`src/rtl/pacman_pkg.sv`:
```
// Shared definitions for the Pac-Man video pipeline.
//   - VGA timing constants (640x480 visible inside an 800x525 frame).
//   - Sprite geometry and sprite ROM base addresses.
//   - Direction and line-fetch FSM state enums.
//   - Helpers for next-scanline and sprite-relative offset arithmetic.
package pacman_pkg;

    localparam int unsigned H_ACTIVE    = 640;
    localparam int unsigned H_TOTAL     = 800;
    localparam int unsigned V_ACTIVE    = 480;
    localparam int unsigned V_TOTAL     = 525;
    localparam int unsigned SPRITE_SIZE = 32;

    localparam logic [7:0] SPR_BASE_PAC   = 8'd0;
    localparam logic [7:0] SPR_BASE_GHOST = 8'd128;

    typedef enum logic [1:0] {
        DIR_RIGHT = 2'd0,
        DIR_LEFT  = 2'd1,
        DIR_DOWN  = 2'd2,
        DIR_UP    = 2'd3
    } dir_t;

    typedef enum logic [1:0] {
        StIdle  = 2'd0,
        StFetch = 2'd1,
        StWait  = 2'd2
    } fetch_state_t;

    // Scanline that follows y, wrapping from the last line of the frame to 0.
    function automatic logic [9:0] next_line(input logic [9:0] y);
        return (y == 10'(V_TOTAL - 1)) ? 10'd0 : y + 10'd1;
    endfunction

    // Offset of a screen coordinate from a sprite origin, as 11-bit two's complement.
    function automatic logic [10:0] sprite_offset(input logic [9:0] cur,
                                                  input logic [9:0] origin);
        return {1'b0, cur} - {1'b0, origin};
    endfunction

    // Negative offsets read as large unsigned values, so one compare covers 0..31.
    function automatic logic in_sprite(input logic [10:0] off);
        return off < 11'(SPRITE_SIZE);
    endfunction

endpackage

```
`src/rtl/sprite_slot.sv`:
```
// One character slot of the scanline sprite engine.
// Holds the shadow row/x/valid written during the hblank fetch, promotes them to the
// active copy at end of line, and produces the registered per-pixel hit flag.
// Ports:
//   clk_i, reset_i  pixel clock, synchronous active-high reset
//   load_i          write the shadow registers this cycle (slot selected in FETCH)
//   hit_i           the fetched row lies inside the sprite (and slot is enabled)
//   row_i, x_i      ROM row and live x position to capture
//   promote_i       copy shadow to active (end of line)
//   draw_x_i        current pixel column
//   blank_i         current pixel outside the visible window
//   on_o            pixel lit, one cycle after draw_x_i
module sprite_slot
    import pacman_pkg::*;
(
    input  logic        clk_i,
    input  logic        reset_i,
    input  logic        load_i,
    input  logic        hit_i,
    input  logic [31:0] row_i,
    input  logic [9:0]  x_i,
    input  logic        promote_i,
    input  logic [9:0]  draw_x_i,
    input  logic        blank_i,
    output logic        on_o
);

    logic [31:0] shadow_row_q, shadow_row_d;
    logic [9:0]  shadow_x_q, shadow_x_d;
    logic        shadow_vld_q, shadow_vld_d;
    logic [31:0] active_row_q, active_row_d;
    logic [9:0]  active_x_q, active_x_d;
    logic        active_vld_q, active_vld_d;
    logic        on_q, on_d;

    logic [10:0] col;
    logic        lit;

    always_comb begin
        shadow_row_d = shadow_row_q;
        shadow_x_d   = shadow_x_q;
        shadow_vld_d = shadow_vld_q;
        if (load_i) begin
            // A miss stores an empty row so stale data never reaches the screen.
            shadow_row_d = hit_i ? row_i : 32'd0;
            shadow_vld_d = hit_i;
            shadow_x_d   = x_i;
        end
    end

    always_comb begin
        active_row_d = active_row_q;
        active_x_d   = active_x_q;
        active_vld_d = active_vld_q;
        if (promote_i) begin
            active_row_d = shadow_row_q;
            active_x_d   = shadow_x_q;
            active_vld_d = shadow_vld_q;
        end
    end

    // Column 0 of the sprite is the row MSB.
    always_comb begin
        col  = sprite_offset(draw_x_i, active_x_q);
        lit  = active_vld_q && in_sprite(col) && active_row_q[5'd31 - col[4:0]];
        on_d = lit && !blank_i;
    end

    always_ff @(posedge clk_i) begin
        if (reset_i) begin
            shadow_row_q <= '0;
            shadow_x_q   <= '0;
            shadow_vld_q <= 1'b0;
            active_row_q <= '0;
            active_x_q   <= '0;
            active_vld_q <= 1'b0;
            on_q         <= 1'b0;
        end else begin
            shadow_row_q <= shadow_row_d;
            shadow_x_q   <= shadow_x_d;
            shadow_vld_q <= shadow_vld_d;
            active_row_q <= active_row_d;
            active_x_q   <= active_x_d;
            active_vld_q <= active_vld_d;
            on_q         <= on_d;
        end
    end

    assign on_o = on_q;

endmodule

```
`src/rtl/sprite_line_fetcher.sv`:
```
// Scanline sprite engine: during each hblank fetches the next line's sprite row for
// Pac-Man and every ghost from the sprite ROM, then promotes them at end of line and
// emits registered per-pixel hit flags during active video.
// Ports:
//   Clk, Reset        pixel clock, synchronous active-high reset
//   DrawX, DrawY      current VGA pixel column / row
//   pac_x, pac_y      Pac-Man top-left; pac_dir selects the sprite bank
//   ghost_x, ghost_y  packed ghost top-left corners, slot 0 in the LSBs
//   ghost_en          per-ghost display enable
//   rom_addr          sprite ROM row address (0 outside FETCH)
//   rom_data          ROM row, combinational in the same cycle
//   pac_on, ghost_on  pixel hit flags, one cycle behind DrawX/DrawY
//   fetch_busy        FSM is in FETCH
module sprite_line_fetcher
    import pacman_pkg::*;
#(
    parameter int unsigned NUM_GHOSTS = 4
) (
    input  logic                    Clk,
    input  logic                    Reset,
    input  logic [9:0]              DrawX,
    input  logic [9:0]              DrawY,
    input  logic [9:0]              pac_x,
    input  logic [9:0]              pac_y,
    input  logic [1:0]              pac_dir,
    input  logic [NUM_GHOSTS*10-1:0] ghost_x,
    input  logic [NUM_GHOSTS*10-1:0] ghost_y,
    input  logic [NUM_GHOSTS-1:0]   ghost_en,
    output logic [7:0]              rom_addr,
    input  logic [31:0]             rom_data,
    output logic                    pac_on,
    output logic [NUM_GHOSTS-1:0]   ghost_on,
    output logic                    fetch_busy
);

    localparam int unsigned NUM_SLOTS = NUM_GHOSTS + 1;
    localparam logic [2:0]  LAST_SLOT = 3'(NUM_GHOSTS);

    fetch_state_t state_q, state_d;
    logic [2:0]   slot_q, slot_d;

    logic [9:0]  next_y;
    logic [9:0]  sel_x;
    logic [9:0]  sel_y;
    logic        sel_en;
    logic [10:0] row_off;
    logic        row_hit;
    logic        promote;
    logic        blank;

    logic [NUM_SLOTS-1:0] slot_on;

    // State register.
    always_ff @(posedge Clk) begin
        if (Reset) begin
            state_q <= StIdle;
            slot_q  <= '0;
        end else begin
            state_q <= state_d;
            slot_q  <= slot_d;
        end
    end

    // Next-state logic.
    always_comb begin
        state_d = state_q;
        slot_d  = slot_q;
        case (state_q)
            StIdle: begin
                if (DrawX == 10'(H_ACTIVE)) begin
                    state_d = StFetch;
                    slot_d  = '0;
                end
            end
            StFetch: begin
                slot_d = slot_q + 3'd1;
                if (slot_q == LAST_SLOT) begin
                    state_d = StWait;
                    slot_d  = '0;
                end
            end
            StWait: begin
                if (DrawX == 10'(H_TOTAL - 1)) begin
                    state_d = StIdle;
                end
            end
            default: begin
                state_d = StIdle;
                slot_d  = '0;
            end
        endcase
    end

    // Position and enable of the slot being fetched; slot 0 is Pac-Man.
    always_comb begin
        sel_x  = pac_x;
        sel_y  = pac_y;
        sel_en = 1'b1;
        for (int g = 0; g < int'(NUM_GHOSTS); g++) begin
            if (slot_q == 3'(g + 1)) begin
                sel_x  = ghost_x[g*10 +: 10];
                sel_y  = ghost_y[g*10 +: 10];
                sel_en = ghost_en[g];
            end
        end
    end

    always_comb begin
        next_y  = next_line(DrawY);
        row_off = sprite_offset(next_y, sel_y);
        row_hit = sel_en && in_sprite(row_off);
        promote = (state_q == StWait) && (DrawX == 10'(H_TOTAL - 1));
        blank   = (DrawX >= 10'(H_ACTIVE)) || (DrawY >= 10'(V_ACTIVE));
    end

    // Output logic.
    always_comb begin
        rom_addr   = '0;
        fetch_busy = 1'b0;
        if (state_q == StFetch) begin
            fetch_busy = 1'b1;
            if (slot_q == 3'd0) begin
                rom_addr = SPR_BASE_PAC + {1'b0, pac_dir, row_off[4:0]};
            end else begin
                rom_addr = SPR_BASE_GHOST + {3'b000, row_off[4:0]};
            end
        end
    end

    for (genvar i = 0; i < NUM_SLOTS; i++) begin : g_slot
        sprite_slot u_slot (
            .clk_i     (Clk),
            .reset_i   (Reset),
            .load_i    (fetch_busy && (slot_q == 3'(i))),
            .hit_i     (row_hit),
            .row_i     (rom_data),
            .x_i       (sel_x),
            .promote_i (promote),
            .draw_x_i  (DrawX),
            .blank_i   (blank),
            .on_o      (slot_on[i])
        );
    end

    assign pac_on   = slot_on[0];
    assign ghost_on = slot_on[NUM_SLOTS-1:1];

endmodule
```
`config.mk`:
```
export PLATFORM = sky130hd
export DESIGN_NAME = sprite_line_fetcher
export DESIGN_NICKNAME = d
export VERILOG_FILES = /design/src/rtl/pacman_pkg.sv /design/src/rtl/sprite_slot.sv /design/src/rtl/sprite_line_fetcher.sv
export SDC_FILE = /design/constraint.sdc
export NUM_CORES = 1
export LEC_CHECK = 0
export BUFFER_PORTS_ARGS = -buffer_cell sky130_fd_sc_hd__buf_2
export CAP_MARGIN = 20
export CORE_MARGIN = 4
export CORE_UTILIZATION = 59
export CTS_CLUSTER_DIAMETER = 40
export DETAILED_ROUTE_END_ITERATION = 10
export PLACE_DENSITY_LB_ADDON = 0.25
export RECOVER_POWER = 50
export SLEW_MARGIN = 20
export SYNTH_ARGS = -nofsm -noshare
export SYNTH_HDL_FRONTEND = slang
export SYNTH_HIERARCHICAL = 1
export SYNTH_SLANG_ARGS = --single-unit
```
`constraint.sdc`:
```
create_clock -name Clk -period 4.6 [get_ports Clk]
set_clock_uncertainty 0.1 [all_clocks]
set_input_delay 0.23 -clock Clk [delete_from_list [all_inputs] [get_ports Clk]]
set_output_delay 0.23 -clock Clk [all_outputs]
set_load 0.05 [all_outputs]
```
==> impl_metrics.yaml, run 1 <==
critical_path:
  required_ns: 4.93
  crit_start: "slot_q[1]"
  startpoint_type: "flip-flop"
  critPathCaptureType: "flip-flop"
  critical_path_class: "flip-flop to flip-flop"
  timing.rr.start: "slot_q[1]"
  arrival_ns: 4.64
  r2r_cells: 21
  crit_fanout: 16
logic_synthesis:
  yosysSeqAreaShare: 0.426
  synth_top_area_frac: 0.426
  synth_nets: 2410
  synth.area.top_cells: "dfxtp_1 43%, mux2i_1 15%, nor2_1 9.4%, a22oi_1 5.8%, ha_1 4.1%"
  syn-cell-area_mm2: 0.0207
  postSynthAreaPerCell_um2: 9.49
  ys_async_sr_fraction: 0
  synth.distinct_cells: 71
  synthCells: 2177
  ys.flop_type: "dfxtp_1"
  ys_ff_latch: 440
  synth_warnings: 6
  synth_edf_count: 0
  synth_area_leader_cell: "dfxtp_1"
worst_hold_path:
  hold_start: "rom_data[18]"
  min_path_type: "input pin to flip-flop"
  holdPathStages: 3
pwr:
  power.leakage_uw: 0.00878
  power-per-cell-area_mw_per_mm2: 361
  ir_worst_vdd_uv: 558
routing:
  wl_per_cell_um: 19.4
  drt-pass1-iter-count: 8
  drt-total-wl_um: 54500
  vias_per_cell: 5.96
  drt_iter0_markers: 1289
  dr_total_vias: 16700
  drc: 0
  detail-route-antenna-nets: 0
timing:
  finalHoldViolCount: 0
  holdWs_ns: 0.0224
  rsz0062_at_grt: "no"
  fmax_ghz: 0.232
  min_period_ns: 4.31
  slew_headroom: -0.783
  period_share: 0.937
  worstMarginPinSlew_ns: 2.67
  finalMaxSlewViolations: 203
  setup_violations: 0
  tns_ns: 0
place:
  dp_cells: 2678
  numPortBuffers: 173
  detailed_place_hpwl_um: 36600
  gp_congestion: 0.950
global_routing:
  antenna_found_initial: 0
  grt_max_degree: 190
  gr-total-overflow: 0
  grt_usage: 0.275
  grt_pass1_vias: 16300
  grt_pass1_wl_um: 86300
cells_and_area:
  antenna_cells: 0
  final_layout_size_suffix_gt1_frac: 0.147
  nets: 2546
  final_cells: 2807
  area_growth_pct: 15.7
floorplanning:
  initial_core_util: 0.598
  dieArea_mm2: 0.0381
  num_rows: 68
  dieHeight_um: 195
  io_pins: 174
  fp.dieW_um: 195
  core_area_mm2: 0.0345
clock_network:
  clkLatencyLatePin_ns: 0.57
  htree_levels: 2
  clk_path_buf_depth: 3
  clkTransAtPathRegs_ns: 0.06
  clock-sinks: 440
  cts_inserted_buffers: 54
  post-cts-setup-buffers: 0
  cts_tree: "yes"
  root_buffer: "clkbuf_16"
flow_run:
  maxCapViolCount: 2
status:
  violations: "max-capacitance violations, max-slew violations"
  outcome: "finished with violations"
[per-layer routing]
layer / part of all wire / GRT usage / vias up
met5: 0 / 0 / -
met4: 0.039 / 0.101 / 0
met3: 0.055 / 0.0390 / 121
met2: 0.48 / 0.478 / 580
met1: 0.42 / 0.349 / 8054
li1: - / - / 7978
[Yosys cell counts (all sizes together) (28+ instances only)]
| library cell | n |
|---|---|
| a21oi | 68 |
| a22oi | 161 |
| nor2 | 519 |
| ha | 67 |
| a211oi | 32 |
| mux4 | 40 |
| mux2i | 308 |
| inv | 88 |
| o21ai | 41 |
| nand2 | 28 |
| buf | 62 |
| clkbuf | 90 |
| dfxtp | 440 |
[power by group]
group | total, uW | internal, uW | switching, uW | leakage, uW
Sequential | 3810 | 3810 | 0.0745 | 0.00354
Clock | 4210 | 2560 | 1650 | 0.000878
Combinational | 606 | 232 | 374 | 0.00436
[layout by cell type, fill, tap and decap left out, types with 17 or more instances in the layout]
cell / Yosys / routed
nand3_1: 17 / 17
a21o_1: 20 / 20
buf_2: 18 / 164
dfxtp_1: 440 / 439
ha_1: 67 / 66
dlygate4sd3_1: 0 / 32
mux2i_1: 308 / 308
mux4_2: 24 / 24
nand2_1: 28 / 28
inv_1: 87 / 82
clkbuf_16: 0 / 56
a21oi_1: 68 / 68
nor2_1: 516 / 516
a211oi_1: 25 / 23
o21ai_0: 27 / 27
a22oi_1: 161 / 161
[registers in the layout, indices dropped and copies added (netlist names)]
| name | cells |
|---|---|
| g_slot.u_slot/active_row_q | 160 |
| slot_q | 3 |
| g_slot.u_slot/on_o | 5 |
| g_slot.u_slot/shadow_vld_q | 5 |
| g_slot.u_slot/active_x_q | 50 |
| g_slot.u_slot/shadow_x_q | 50 |
| g_slot.u_slot/active_vld_q | 5 |
| g_slot.u_slot/shadow_row_q | 160 |
| state_q | 2 |
[per-stage QoR]
stage | cell area [um^2] | total power [uW] | util | setup WS [ns]
5_1_grt | 23900 | 8910 | 0.692 | 0.00446
4_1_cts | 23900 | 8680 | 0.691 | 0.171
6_report | 23900 | 8630 | 0.692 | 0.291
3_5_place_dp | 21800 | 4470 | 0.630 | 0.245
3_3_place_gp | 21800 | 4450 | 0.630 | 0.379
2_1_floorplan | 20700 | 4250 | - | 0.431
[layout make-up]
class                           instances  area, um^2
Tap cell                              455         569
Inverter                               88         330
Fill cell                            2665       10600
Sequential cell                       440        8810
Multi-Input combinational cell       1497       10900
Timing Repair Buffer                  232        1510
Clock buffer                           65        1450
Clock inverter                         30         349
[timing repair]
item,4_1_cts,5_1_grt
setup endpoints to repair,0,165
gates resized for setup,0,10
hold buffers,32,0
endpoints found under the hold margin,183,0
[logic make-up after synthesis]
kind of cell    share of synthesized area
compound gates                      0.133
flops                               0.426
buf+inv                            0.0481
xor+xnor                           0.0110
mux                                 0.199
fa+ha+maj                          0.0464
simple gates                        0.136
[worst max-delay path: stages, from the launching register on]
cell       delay [ns]
dfxtp_1          0.38
inv_1            0.08
ha_1             0.19
nor2b_2          0.18
buf_4            0.17
mux2i_1          0.14
a211oi_1         0.40
a21oi_1          0.07
nand2_1          0.08
o21ai_1          0.07
ha_1             0.32
o21ai_0          0.22
nor2_1           0.10
o41ai_2          0.29
mux2_1           0.36
o311ai_1         0.10
a211oi_2         0.06
buf_4            0.17
and2_2           0.22
clkbuf_16        0.19
a22oi_1          0.19
nor2_1           0.07
[final timing paths]
path                                       end  slack, ns
max reg2reg  g_slot[0].u_slot/shadow_row_q[28]       0.29
min          g_slot[4].u_slot/shadow_row_q[18]       0.02
max          g_slot[0].u_slot/shadow_row_q[28]       0.29
min reg2reg  g_slot[0].u_slot/active_row_q[15]       0.38
(Power assumes the default switching activity.)
==> inputs of run 2 (changes only) <==
clock period = 5.5 ns   (was 4.6 ns; I/O delays follow)
==> run 2 against run 1 <==
Net effect:
- the flow still finishes with violations (max-capacitance violations, max-slew violations)
- core utilization down 0.47 points
- count of clock-buffer cells in the layout up 4
- final cell count down 0.43%
- combinational power down 19%
- critical path depth down 4
- final area down 0.67%
- flip-flop and latch count unchanged
- global-route usage down 0.27 points
- die area unchanged
- first-iteration DRC count down 6.1%
- total power down 15%
- largest power group unchanged
==> impl_metrics.yaml, run 2 (synthesis gave the netlist of run 1 again) <==
cells_and_area:
  nets: 2529
  largestRegisters: "g_slot.u_slot/active_row_q x160, g_slot.u_slot/shadow_row_q x160"
  layout_common_cells: "516 x nor2_1, 440 x dfxtp_1, 308 x mux2i_1"
  final_common_cell: "nor2_1"
  final_layout_size_suffix_gt1_frac: 0.146
  antenna_cells: 0
  area_growth_pct: 15.0
  n_fill_cell: 2699
clock_network:
  clock-sinks: 440
  post_cts_resized: 0
  post-cts-setup-buffers: 0
  htree_levels: 2
  cts_tree: "yes"
  clk_path_buf_depth: 3
  clkTransAtPathRegs_ns: 0.06
  cts_hold_buf: 17
  cts_inserted_buffers: 53
  clkLatencyLatePin_ns: 0.57
  root_buffer: "clkbuf_16"
floorplanning:
  fp.dieW_um: 195
  dieArea_mm2: 0.0381
  io_pins: 174
  dieHeight_um: 195
  num_rows: 68
  initial_core_util: 0.598
  core_area_mm2: 0.0345
timing:
  tns_ns: 0
  finalHoldViolCount: 0
  period_share: 0.905
  min_period_ns: 4.98
  fmax_ghz: 0.201
  slew_headroom: -1.15
  setup_violations: 0
  worstMarginPinSlew_ns: 3.22
  finalMaxSlewViolations: 206
  layout_setup_ws_ns: 0.521
  rsz0062_at_grt: "no"
critical_path:
  arrival_ns: 5.36
  r2r_slack_ns: 0.52
  required_ns: 5.88
  startpoint_type: "flip-flop"
  critical_path_class: "flip-flop to flip-flop"
  crit_fanout: 33
  r2r_cells: 17
  critPathCaptureType: "flip-flop"
  crit_start: "slot_q[0]"
  timing.rr.start: "slot_q[0]"
worst_hold_path:
  min_path_type: "input pin to flip-flop"
  hold_start: "rom_data[24]"
  holdPathStages: 3
global_routing:
  antenna_found_initial: 0
  grt_usage: 0.272
  grt_pass1_vias: 16000
  grt_max_degree: 244
  gr-total-overflow: 0
  grt_pass1_wl_um: 85200
flow_run:
  maxCapViolCount: 3
routing:
  vias_per_cell: 5.89
  wl_per_cell_um: 19.3
  drt-pass1-iter-count: 7
  drc: 0
  drt-total-wl_um: 54000
  drt_iter0_markers: 1211
  detail-route-antenna-nets: 0
  dr_total_vias: 16500
place:
  detailed_place_hpwl_um: 36700
  numPortBuffers: 173
  dp_slack_ns: 0.639
  gp_congestion: 0.957
status:
  violations: "max-capacitance violations, max-slew violations"
  outcome: "finished with violations"
pwr:
  ir_worst_vdd_uv: 273
  power-per-cell-area_mw_per_mm2: 309
  power.leakage_uw: 0.00875
[run 2: layout make-up]
class | count | area (um^2) | share of cell area
repair buffers | 216 | 1280 | 0.0538
well taps | 455 | 569 | 0.0240
multi-input cells | 1497 | 10900 | 0.457
clock inverters | 30 | 357 | 0.0150
clock buffers | 69 | 1550 | 0.0652
inverters | 88 | 330 | 0.0139
flip-flops and latches | 440 | 8810 | 0.371
[run 2: worst paths after layout]
kind,endpoint
max,g_slot[3].u_slot/shadow_row_q[23]
min,g_slot[0].u_slot/shadow_row_q[24]
max reg2reg,g_slot[3].u_slot/shadow_row_q[23]
min reg2reg,g_slot[1].u_slot/active_row_q[8]
[run 2: per-stage QoR]
| stage | hold WS (ns) | std cells | utilization | power, uW | area, um^2 |
|---|---|---|---|---|---|
| after global routing | 0.00175 | 2795 | 0.688 | 7580 | 23800 |
| after floorplan | 0.244 | 2177 | - | 3550 | 20700 |
| after global placement | 0.364 | 2675 | 0.627 | 3720 | 21600 |
| final | 0.0156 | 2795 | 0.688 | 7350 | 23800 |
| after CTS | 0.00227 | 2791 | 0.687 | 7400 | 23700 |
| after detailed placement | 0.378 | 2675 | 0.627 | 3730 | 21600 |
[run 2: power breakdown]
part           switching, uW  total [uW]  internal, uW
logic                    306         493           187
clock network           1390        3670          2280
registers             0.0565        3190          3190
[run 2: layer usage]
layer  GRT usage  vias up  wire, um
met2       0.472      524     26400
met4      0.0962        0      1780
li1            -     7940         -
met5           0        -         0
met3      0.0440      117      3250
met1       0.345     7870     22600
[run 2: critical path, stage by stage (launching register included)]
cell	delay, ns
dfxtp_1	0.39
ha_1	0.17
ha_1	0.77
a21oi_1	0.21
a21oi_1	0.26
ha_1	0.21
inv_1	0.06
fa_1	0.43
a211oi_2	0.22
nor2_1	0.11
o41ai_2	0.31
mux2_1	0.19
o311ai_1	0.11
a211oi_2	0.48
and2_1	0.21
buf_4	0.35
a22oi_1	0.14
nor2_1	0.14
